[config.mk]
export PLATFORM = sky130hd
export DESIGN_NAME = fetch_ctrl
export DESIGN_NICKNAME = d
export VERILOG_FILES = /design/src/rtl/fetch_pkg.sv /design/src/rtl/fetch_redirect_mux.sv /design/src/rtl/fetch_ctrl.sv
export SDC_FILE = /design/constraint.sdc
export NUM_CORES = 1
export LEC_CHECK = 0
export BUFFER_PORTS_ARGS = -buffer_cell sky130_fd_sc_hd__buf_2
export CELL_PAD_IN_SITES_DETAIL_PLACEMENT = 1
export CELL_PAD_IN_SITES_GLOBAL_PLACEMENT = 2
export CORE_ASPECT_RATIO = 1.5
export CORE_UTILIZATION = 28
export CTS_BUF_LIST = sky130_fd_sc_hd__clkbuf_4
export CTS_CLUSTER_DIAMETER = 100
export DETAILED_ROUTE_END_ITERATION = 8
export GPL_TIMING_DRIVEN = 0
export PLACE_DENSITY = 0.76
export RECOVER_POWER = 25
export SYNTH_ARGS = -nofsm -noshare
export SYNTH_HDL_FRONTEND = slang
export SYNTH_SLANG_ARGS = --single-unit
[constraint.sdc]
create_clock -name clk -period 2.6 [get_ports clk]
set_input_delay 0.52 -clock clk [delete_from_list [all_inputs] [get_ports clk]]
set_output_delay 0.52 -clock clk [all_outputs]
set_load 0.01 [all_outputs]
[src/rtl/fetch_pkg.sv]
// rtl/fetch_pkg.sv - shared state encoding, redirect kinds and parameter defaults for fetch_ctrl
package fetch_pkg;

  localparam int PC_W_DEF       = 5;
  localparam int BOOT_PC_DEF    = 0;
  localparam int EXC_VECTOR_DEF = 16;

  typedef enum logic [1:0] {
    BOOT  = 2'd0,
    RUN   = 2'd1,
    STALL = 2'd2,
    FLUSH = 2'd3
  } state_t;

  // What the redirect mux decided to act on this cycle
  typedef enum logic [2:0] {
    SEL_NONE,
    SEL_BOOT,
    SEL_EXC,
    SEL_ERET,
    SEL_BR,
    SEL_STALL
  } sel_t;

endpackage

[src/rtl/fetch_redirect_mux.sv]
// rtl/fetch_redirect_mux.sv - priority select of the Fetch jump/jumpPC request
// Priority: boot > exception > eret > branch > stall; stall is ignored while flushing.
module fetch_redirect_mux
  import fetch_pkg::*;
#(
  parameter int PC_W       = PC_W_DEF,
  parameter int BOOT_PC    = BOOT_PC_DEF,
  parameter int EXC_VECTOR = EXC_VECTOR_DEF
) (
  input  state_t          state,
  input  logic            stall_req,
  input  logic            br_valid,
  input  logic [PC_W-1:0] br_target,
  input  logic            exc_req,
  input  logic            eret,
  input  logic [PC_W-1:0] fetch_pc,
  input  logic [PC_W-1:0] epc,
  output logic            jump,
  output logic [PC_W-1:0] jump_pc,
  output sel_t            sel
);

  always_comb begin
    jump    = 1'b0;
    jump_pc = '0;
    sel     = SEL_NONE;
    if (state == BOOT) begin
      jump    = 1'b1;
      jump_pc = PC_W'(BOOT_PC);
      sel     = SEL_BOOT;
    end else if (exc_req) begin
      jump    = 1'b1;
      jump_pc = PC_W'(EXC_VECTOR);
      sel     = SEL_EXC;
    end else if (eret) begin
      jump    = 1'b1;
      jump_pc = epc;
      sel     = SEL_ERET;
    end else if (br_valid) begin
      jump    = 1'b1;
      jump_pc = br_target;
      sel     = SEL_BR;
    end else if (stall_req && state != FLUSH) begin
      // Re-issue the current PC so the Fetch stage holds
      jump    = 1'b1;
      jump_pc = fetch_pc;
      sel     = SEL_STALL;
    end
  end

endmodule

[src/rtl/fetch_ctrl.sv]
// rtl/fetch_ctrl.sv - fetch-stage controller: boot, redirects, stalls and flush bubbles
// Exception/eret support and the epc register exist only when FETCH_CTRL_EXC_EN is defined.
module fetch_ctrl
  import fetch_pkg::*;
#(
  parameter int PC_W         = PC_W_DEF,
  parameter int BOOT_PC      = BOOT_PC_DEF,
  parameter int EXC_VECTOR   = EXC_VECTOR_DEF,
  parameter int FLUSH_CYCLES = 2
) (
  input  logic            clk,
  input  logic            reset,
  input  logic            stall_req,
  input  logic            br_valid,
  input  logic [PC_W-1:0] br_target,
  input  logic            exc_req,
  input  logic            eret,
  output logic            jump,
  output logic [PC_W-1:0] jump_pc,
  output logic [PC_W-1:0] fetch_pc,
  output logic            ins_valid,
  output logic [PC_W-1:0] epc,
  output logic [1:0]      state
);

  state_t          state_q, state_d;
  logic [1:0]      cnt_q, cnt_d;
  logic [PC_W-1:0] pc_q, pc_d;
  logic [PC_W-1:0] epc_q;
  logic            exc_go, eret_go;
  sel_t            sel;

`ifdef FETCH_CTRL_EXC_EN
  logic [PC_W-1:0] epc_d;

  assign exc_go  = exc_req;
  assign eret_go = eret;
  assign epc_d   = (sel == SEL_EXC) ? pc_q : epc_q;

  always_ff @(posedge clk or posedge reset) begin
    if (reset) epc_q <= '0;
    else       epc_q <= epc_d;
  end
`else
  logic unused_exc_inputs;

  assign exc_go            = 1'b0;
  assign eret_go           = 1'b0;
  assign epc_q             = '0;
  assign unused_exc_inputs = exc_req | eret;
`endif

  fetch_redirect_mux #(
    .PC_W       (PC_W),
    .BOOT_PC    (BOOT_PC),
    .EXC_VECTOR (EXC_VECTOR)
  ) u_mux (
    .state     (state_q),
    .stall_req (stall_req),
    .br_valid  (br_valid),
    .br_target (br_target),
    .exc_req   (exc_go),
    .eret      (eret_go),
    .fetch_pc  (pc_q),
    .epc       (epc_q),
    .jump      (jump),
    .jump_pc   (jump_pc),
    .sel       (sel)
  );

  always_comb begin
    state_d = state_q;
    cnt_d   = cnt_q;
    pc_d    = pc_q;
    unique case (sel)
      SEL_BOOT, SEL_EXC, SEL_ERET, SEL_BR: begin
        state_d = FLUSH;
        cnt_d   = 2'(FLUSH_CYCLES);
        pc_d    = jump_pc;
      end
      SEL_STALL: state_d = STALL;
      default: begin
        unique case (state_q)
          RUN:   pc_d = pc_q + PC_W'(1);
          STALL: begin
            state_d = RUN;
            pc_d    = pc_q + PC_W'(1);
          end
          // Shadow PC holds while bubbles drain; the count runs down to 1
          FLUSH: begin
            cnt_d = cnt_q - 2'd1;
            if (cnt_q <= 2'd1) state_d = RUN;
          end
          default: ;
        endcase
      end
    endcase
  end

  always_ff @(posedge clk or posedge reset) begin
    if (reset) begin
      state_q <= BOOT;
      cnt_q   <= '0;
      pc_q    <= PC_W'(BOOT_PC);
    end else begin
      state_q <= state_d;
      cnt_q   <= cnt_d;
      pc_q    <= pc_d;
    end
  end

  assign fetch_pc  = pc_q;
  assign epc       = epc_q;
  assign state     = state_q;
  assign ins_valid = (state_q == RUN) || (state_q == STALL);

endmodule

---- Word-level counts from Yosys, hierarchy flattened ----
Index checks and enable logic that the tools add are counted.
word-level totals
  word-level logic and storage cells ...... 44
  input bits .............................. 11
  bits in registers ....................... 9
  output and inout bits ................... 19
operators by class
  add/subtract/negate cells ............... 2
  reduce and logical (&&, ||, !) cells .... 11
  muxes and demuxes ....................... 16
  order comparisons ....................... 1
  bitwise operators ....................... 1
  eq/ne operators ......................... 10
operators with widths
  operator               count
  $mux W5                4
  $pmux W2 S2            3
  $pmux W5 S2            1
  $mux W3                3
  $eq A3 B2 Y1 const B   2
  $eq A3 B3 Y1 const B   2
  $reduce_and A2 Y1      3
  $add A5 B1 Y5 const B  1
  $eq A2 B2 Y1 const B   2
  $mux W2                2
  $ne A4 B2 Y1 const B   1
  $reduce_bool A2 Y1     2
  $reduce_bool A4 Y1     1
  $reduce_or A4 Y1       1
  $eq A3 B1 Y1 const B   1
  $mux W1                3
  $eq A2 B1 Y1 const B   1
  $le A2 B1 Y1 const B   1
  $logic_not A2 Y1       1
  $ne A2 B2 Y1 const B   1
  $reduce_or A2 Y1       1
  $sub A2 B1 Y2 const B  1
  $logic_and A1 B1 Y1    1
  $logic_or A1 B1 Y1     1
  $not A1 Y1             1

---- Logic depth before layout (Yosys ltp) ----
Gate-level depths: netlist (run 1).
  depth after elaboration ................. 9
  gate-level depth with buffers ........... 10
  gate-level depth less buffers ........... 8

---- Hierarchy ----
A second synthesis (run 1) with hierarchy kept.
unflattened totals
  cell total of the unflattened synthesis .. 99
  area total of the unflattened synthesis .. 875.8 µm²
by module, submodules not included
  module              cells an instance  instances  area each (µm²)
  fetch_ctrl          65                 1          635.6
  fetch_redirect_mux  34                 1          240.2

---- Worst setup path after synthesis (run 1) ----
Ideal clock, no wire load.
  path kind ............................... reg2reg
  start point ............................. register state_q[0] (netlist: state[0])
  end point ............................... register pc_q[2] (netlist: fetch_pc[2])
  setup time .............................. 126 ps
  path buffers ............................ 1
  cell stages (with the launch flop) ...... 10
  path slack .............................. 310 ps
  clock period less this slack ............ 2290 ps
  data arrival time ....................... 2164 ps
  cells stage by stage .................... dfrtp_1 inv_1 ha_1 clkbuf_1 inv_1 o21ai_1 ha_1 o21bai_4 mux2_4 a221o_1
between the ends
  longest elaborated chain between the ends .. 9
  elaborated cells between the ends (all ways) .. 22
  those cells by class .................... eq/ne: 8; mux: 7; bitwise: 1; reduce/logical: 6
RTL lines
  element                                     RTL line                  text
  from (decl)                                 fetch_ctrl.sv:26          state_t state_q, state_d;
  from (signal assigned)                      fetch_ctrl.sv:106         state_q <= state_d;
  $ne A2 B2 Y1                                fetch_redirect_mux.sv:43  end else if (stall_req && state != FLUSH) begin
  $logic_and A1 B1 Y1                         fetch_redirect_mux.sv:43
  $mux W3                                     fetch_redirect_mux.sv:43
  $mux W3                                     fetch_redirect_mux.sv:39  end else if (br_valid) begin
  $mux W3                                     fetch_redirect_mux.sv:27  if (state == BOOT) begin
  $eq A3 B1 Y1, or another cell as far along  fetch_ctrl.sv:75          unique case (sel)
  $reduce_or A4 Y1                            fetch_ctrl.sv:75
  $reduce_bool A2 Y1 (no line)                -
  $reduce_and A2 Y1 (no line)                 -
  to (signal assigned)                        fetch_ctrl.sv:104         pc_q <= PC_W'(BOOT_PC);
  to (signal assigned)                        fetch_ctrl.sv:108         pc_q <= pc_d;
  to (decl)                                   fetch_ctrl.sv:28          logic [PC_W-1:0] pc_q, pc_d;
Parallel ways exist; a longest one is shown, timed or not.
A chain may end at the register's enable or synchronous reset.

---- Worst setup path after layout (run 1) ----
  start point ............................. register state_q[1] (netlist: state[1])
  end point ............................... register pc_q[2] (netlist: fetch_pc[2])
The elaborated chain is that of the path after synthesis.

==> results of run 1 <==
## final timing paths
check	from	slack, ps	to	cells past startpoint
max in group asynchronous	reset	2090	fetch_pc[0]	2
hold reg to reg	cnt_q[0]	490	cnt_q[0]	1
setup reg to reg	state[1]	180	fetch_pc[2]	7
hold / removal	reset	230	fetch_pc[1]	2
min in group clk	cnt_q[0]	490	cnt_q[0]	1
setup / recovery	state[1]	180	fetch_pc[2]	7
## metrics by stage
| step | util [%] | total power, µW | area (µm²) | worst slack [ps] |
|---|---|---|---|---|
| after floorplan | - | 635 | 823 | 310 |
| after global placement | 36.2 | 786 | 980 | 3.40 |
| after detailed placement | 36.2 | 805 | 980 | 14.2 |
| after CTS | 37.3 | 931 | 1010 | 1.23 |
| after global routing | 37.3 | 1010 | 1010 | 12.5 |
| final | 37.3 | 929 | 1010 | 183 |
## worst max-delay path, cell delays in order, from the launching register on
cell	delay, ps
dfrtp_1	440
ha_1	330
nand2b_1	190
o21ai_1	160
ha_1	330
o21bai_4	280
mux2_4	320
a221o_1	250
## sequential cells by signal, summed over array words and instances, names as in the netlist
| name | flops |
|---|---|
| cnt_q | 2 |
| fetch_pc | 5 |
| state | 2 |
## placed cells by master, fill, tap and decap left out, types with 2 or more instances in the layout
cell type	Yosys	layout
a21oi_1	5	5
a22oi_1	2	2
and2b_1	2	2
buf_2	1	23
buf_4	6	6
clkbuf_4	0	4
conb_1	1	5
dfrtp_1	9	9
ha_1	8	7
inv_1	8	8
nand2_1	7	7
nand2b_1	2	2
nand3_1	3	3
nand4bb_1	3	3
nor2_1	6	6
o21ai_0	4	4
o31ai_1	2	2
## where the power goes
part / internal, µW / switching, µW / total, µW
Combinational: 248 / 279 / 527
Sequential: 200 / 76.8 / 277
Clock: 69.8 / 55.0 / 125
Total: 518 / 411 / 929
## repair_timing
action                     in CTS  in global routing
gates resized for setup         0                  1
hold buffers                    0                  0
setup endpoints to repair       0                  2
setup buffers                   0                  0
## cells in the mapped netlist (all sizes together)
master	n	area share, %
o21bai	1	2.3
and4bb	1	1.5
o21a	1	0.93
a22o	1	1.1
mux2	1	1.9
o31ai	2	1.9
o22ai	1	0.77
or2	1	0.77
nand3	3	1.9
conb	1	0.46
and2b	2	1.9
nand4bb	3	4.2
nand2b	2	1.5
a32oi	1	1.1
and2	1	0.77
a22oi	2	1.9
or4	1	0.93
o211ai	1	0.93
nor2b	1	0.77
nor4bb	1	1.2
nor3b	1	0.93
inv	8	3.7
buf	7	6.2
clkbuf	1	0.46
mux2i	1	1.2
a21oi	5	3.1
dfrtp	9	28
a221o	1	1.2
nand2	7	3.3
o21ai	5	3.1
a21bo	1	1.2
and3b	1	1.1
a211oi	1	0.93
nor4	1	0.77
a211o	1	1.1
ha	8	12
nor2	6	2.8
## per-layer routing
layer,up-vias,track usage (%),part of all wire [%],wire (µm)
li1,380,-,-,-
met1,363,18.0,42,919
met2,28,28.2,51,1130
met3,4,2.67,4.8,106
met4,0,7.72,1.6,35
met5,-,0,0,0
## cell type report
cell class / instances / area [µm²] / area share, %
Clock buffer: 4 / 30.0 / 2.98
Buffer: 7 / 50.0 / 4.96
Tap cell: 37 / 46.3 / 4.59
Multi-Input combinational cell: 71 / 517 / 51.2
Sequential cell: 9 / 225 / 22.3
Inverter: 8 / 30.0 / 2.98
Timing Repair Buffer: 22 / 110 / 10.9
## logic make-up (layout without fill, tap and decap cells)
| family | count (synthesis) | after routing | share of synthesized area, % |
|---|---|---|---|
| buffers and inverters | 16 | 41 | 10.4 |
| multiplexers | 2 | 2 | 3.10 |
| AND/OR/NAND/NOR | 32 | 32 | 24.3 |
| flip-flops | 9 | 9 | 27.9 |
| adder cells (fa/ha/maj) | 8 | 8 | 12.4 |
| other | 1 | 5 | 0.464 |
| AO/OA/AOI/OAI | 24 | 24 | 21.5 |
==> impl_metrics.yaml, run 1 <==
run_status:
  status: "complete, no violations"
setup_path:
  crit_type: "flop to flop"
  start_kind: "flop"
  crit_arrival_ps: 2570
  path_max_fanout: 9
  required_ps: 2750
  cp-end-kind: "flop"
detailed_routing:
  vias_per_cell: 4.91
  num_vias: 775
  drt_iter0_markers: 14
  ant_nets: 0
  drtPass1Iterations: 4
  wl_per_cell_um: 13.8
  remaining_drc_errors: 0
  totalWireLength_mm: 2.19
run:
  maxCapViolCount: 0
finish:
  antennaDiodeCount: 0
  nFillCells: 369
  syn2layout_area_growth_pct: 24.8
  drive_above_1_share_pct: 30.6
  final_cells: 158
  final_nets: 141
grt:
  grt_max_degree: 11
  grt_overflow_total: 0
  grt_first_pass_wirelength_mm: 3.54
  grt_pass1_vias: 780
  grt_util_all_layers_pct: 16.1
  antenna_found_initial: 0
clock_tree:
  cts_tree: "yes"
  cts.sinks: 9
  root_buffer: "clkbuf_4"
  clkLatencyLatePin_ps: 260
  cts_buffers: 3
  clk_pin_slew_ps: 70
  cts_buffer_depth: 2
  cts_max_level: 1
placement:
  place.gp.congestion: 0.731
  dp_hpwl_mm: 1.67
  dp_cells: 155
  place.port_buffers: 22
sta:
  setup-tns-final_ps: 0
  drv_slew: 0
  min_period_ps: 2420
  fin_hold_ws_ps: 228
  final_hold_viol_count: 0
  post-route-period-util_pct: 93.0
  skew_ps: 2.44
  fmax_ghz: 0.414
  setup_viol: 0
  rsz0062_at_grt: "false"
floorplanning:
  die_w_um: 45.9
  coreArea_mm2: 0.00271
  start_util_pct: 29.9
  die_h_um: 67.8
  die_area_mm2: 0.00311
  rows: 23
  io-pin-count: 30
pwr:
  cellPowerDensity_mw_per_mm2: 921
  vdd_ir_drop_max_v: 0.000351
  power.leakage_uw: 0.000528
hold_path:
  min_path_type: "input port to asynchronous set/reset pin"
logic_synthesis:
  ys_types: 39
  ys_ff_latch: 9
  synthCells: 92
  synth_area_um2: 808
  syn_area_per_cell_um2: 8.79
  ys_warn_count: 0
  ys_seq_area_share_pct: 27.9
Note: power is estimated with default switching activity, not from simulation.
==> run 2, diff against run 1 <==
Settings changed: ABC_CLOCK_PERIOD_IN_PS set to 2600, CELL_PAD_IN_SITES_DETAIL_PLACEMENT 1 to 2.
==> run 2 against run 1 <==
Compared with the run above: clock skew increased by 0.98 ps; total power increased by 1.6%; count of clock-buffer cells in the layout unchanged; cell area increased by 0.25%; first-iteration DRC count decreased by 43%; sequential power about the same; largest cell class unchanged; largest power group unchanged.
==> impl_metrics.yaml, run 2 (same netlist as run 1, synthesis figures left out) <==
detailed_routing:
  vias_per_cell: 5.02
  num_vias: 793
  totalWireLength_mm: 2.42
  remaining_drc_errors: 0
  drt_iter0_markers: 8
  wl_per_cell_um: 15.3
  ant_nets: 0
  drtPass1Iterations: 4
sta:
  fmax_ghz: 0.423
  final_hold_viol_count: 0
  skew_ps: 3.42
  post-route-period-util_pct: 91.0
  rsz0062_at_grt: "false"
  min_period_ps: 2370
  setup_viol: 0
  drv_slew: 0
setup_path:
  reg2reg_depth: 8
  crit_type: "flop to flop"
  path_max_fanout: 8
  required_ps: 2750
  start_kind: "flop"
  cp-end-kind: "flop"
  r2r_start: "state[1]"
  r2r_setup_slack_ps: 230
  crit_arrival_ps: 2520
  r2r_end: "fetch_pc[2]"
  startpoint: "state[1]"
pwr:
  swShare_pct: 44.9
  comb_power_share_pct: 57.3
  power.net_switching_uw: 423
  finalPower_uw: 944
  vdd_ir_drop_max_v: 0.000263
  power.leakage_uw: 0.000527
  p_clk_share_pct: 13.3
  cellPowerDensity_mw_per_mm2: 934
  p_int_uw: 520
  pwr-share-seq_pct: 29.5
finish:
  final_nets: 141
  final_cells: 158
  drive_above_1_share_pct: 31.4
  antennaDiodeCount: 0
  syn2layout_area_growth_pct: 25.1
  final_common_cell: "buf_2"
  layout_common_cells: "23 x buf_2, 9 x dfrtp_1, 8 x inv_1, 7 x nand2_1"
  largest_reg_flops: 5
  finalCoreUtilization_pct: 37.4
clock_tree:
  cts_max_level: 1
  root_buffer: "clkbuf_4"
  cts_tree: "yes"
  cts_buffers: 3
  clkLatencyLatePin_ps: 260
  clk_pin_slew_ps: 70
  cts_buffer_depth: 2
  cts.sinks: 9
grt:
  grt_pass1_vias: 826
  grt_first_pass_wirelength_mm: 3.93
  grt_util_all_layers_pct: 17.8
  grt_overflow_total: 0
  antenna_found_initial: 0
  grt_max_degree: 11
placement:
  dp_hpwl_mm: 1.81
  dp_cells: 155
  place.port_buffers: 22
  place.gp.congestion: 0.731
floorplanning:
  io-pin-count: 30
  rows: 23
  die_w_um: 45.9
  die_h_um: 67.8
  die_area_mm2: 0.00311
  start_util_pct: 29.9
  coreArea_mm2: 0.00271
run_status:
  status: "complete, no violations"
hold_path:
  min_path_type: "input port to asynchronous set/reset pin"
run:
  maxCapViolCount: 0
run 2: timing repair:
action / CTS / global route
hold buffers: 0 / 0
buffers inserted: 0 / 0
setup endpoints to repair: 1 / 1
resized for setup: 0 / 2
run 2: worst max-delay path: stages (launching register included):
cell and delay (ps):
dfrtp_1 440, ha_1 230, inv_1 60, a21oi_1 210
nor2_1 70, ha_1 360, o21bai_4 290, mux2_4 330
a221o_1 260
run 2: how the worst max path moves through the flow:
stage | end | slack (ps) | cells past startpoint
after detailed placement | fetch_pc[2] | -40 | 9
after floorplan | fetch_pc[2] | 310 | 9
after global routing | fetch_pc[2] | 60 | 8
after global placement | fetch_pc[2] | 3 | 9
final | fetch_pc[2] | 230 | 8
after CTS | fetch_pc[2] | 80 | 8
run 2: cell type report:
class / instances / area (µm²)
plain buffers: 7 / 50.0
clock buffers: 4 / 30.0
fillers: 350 / 1690
inverters: 8 / 30.0
multi-input cells: 71 / 519
flip-flops and latches: 9 / 225
well taps: 37 / 46.3
repair buffers: 22 / 110
run 2: metrics by stage:
step	instance area (µm²)	worst slack (ps)	hold slack [ps]	TNS, ps
after global routing	1010	57.2	250	0
after global placement	980	3.40	480	0
after floorplan	823	310	348	0
after detailed placement	980	-38.7	485	-38.7
after CTS	1010	80.8	241	0
final	1010	233	229	0
run 2: power by group through the flow:
stage	Combinational, µW	Clock, µW	Sequential, µW
final	540	125	278
after floorplan	352	0	282
after CTS	545	125	278
after global placement	512	0	273
after detailed placement	539	0	278
after global routing	604	138	290
run 2: layer usage:
metal | share of wire (%) | GRT usage (%)
met5 | 0 | 0
met4 | 1.1 | 6.62
met3 | 3.5 | 1.60
met2 | 52 | 31.5
met1 | 43 | 21.5
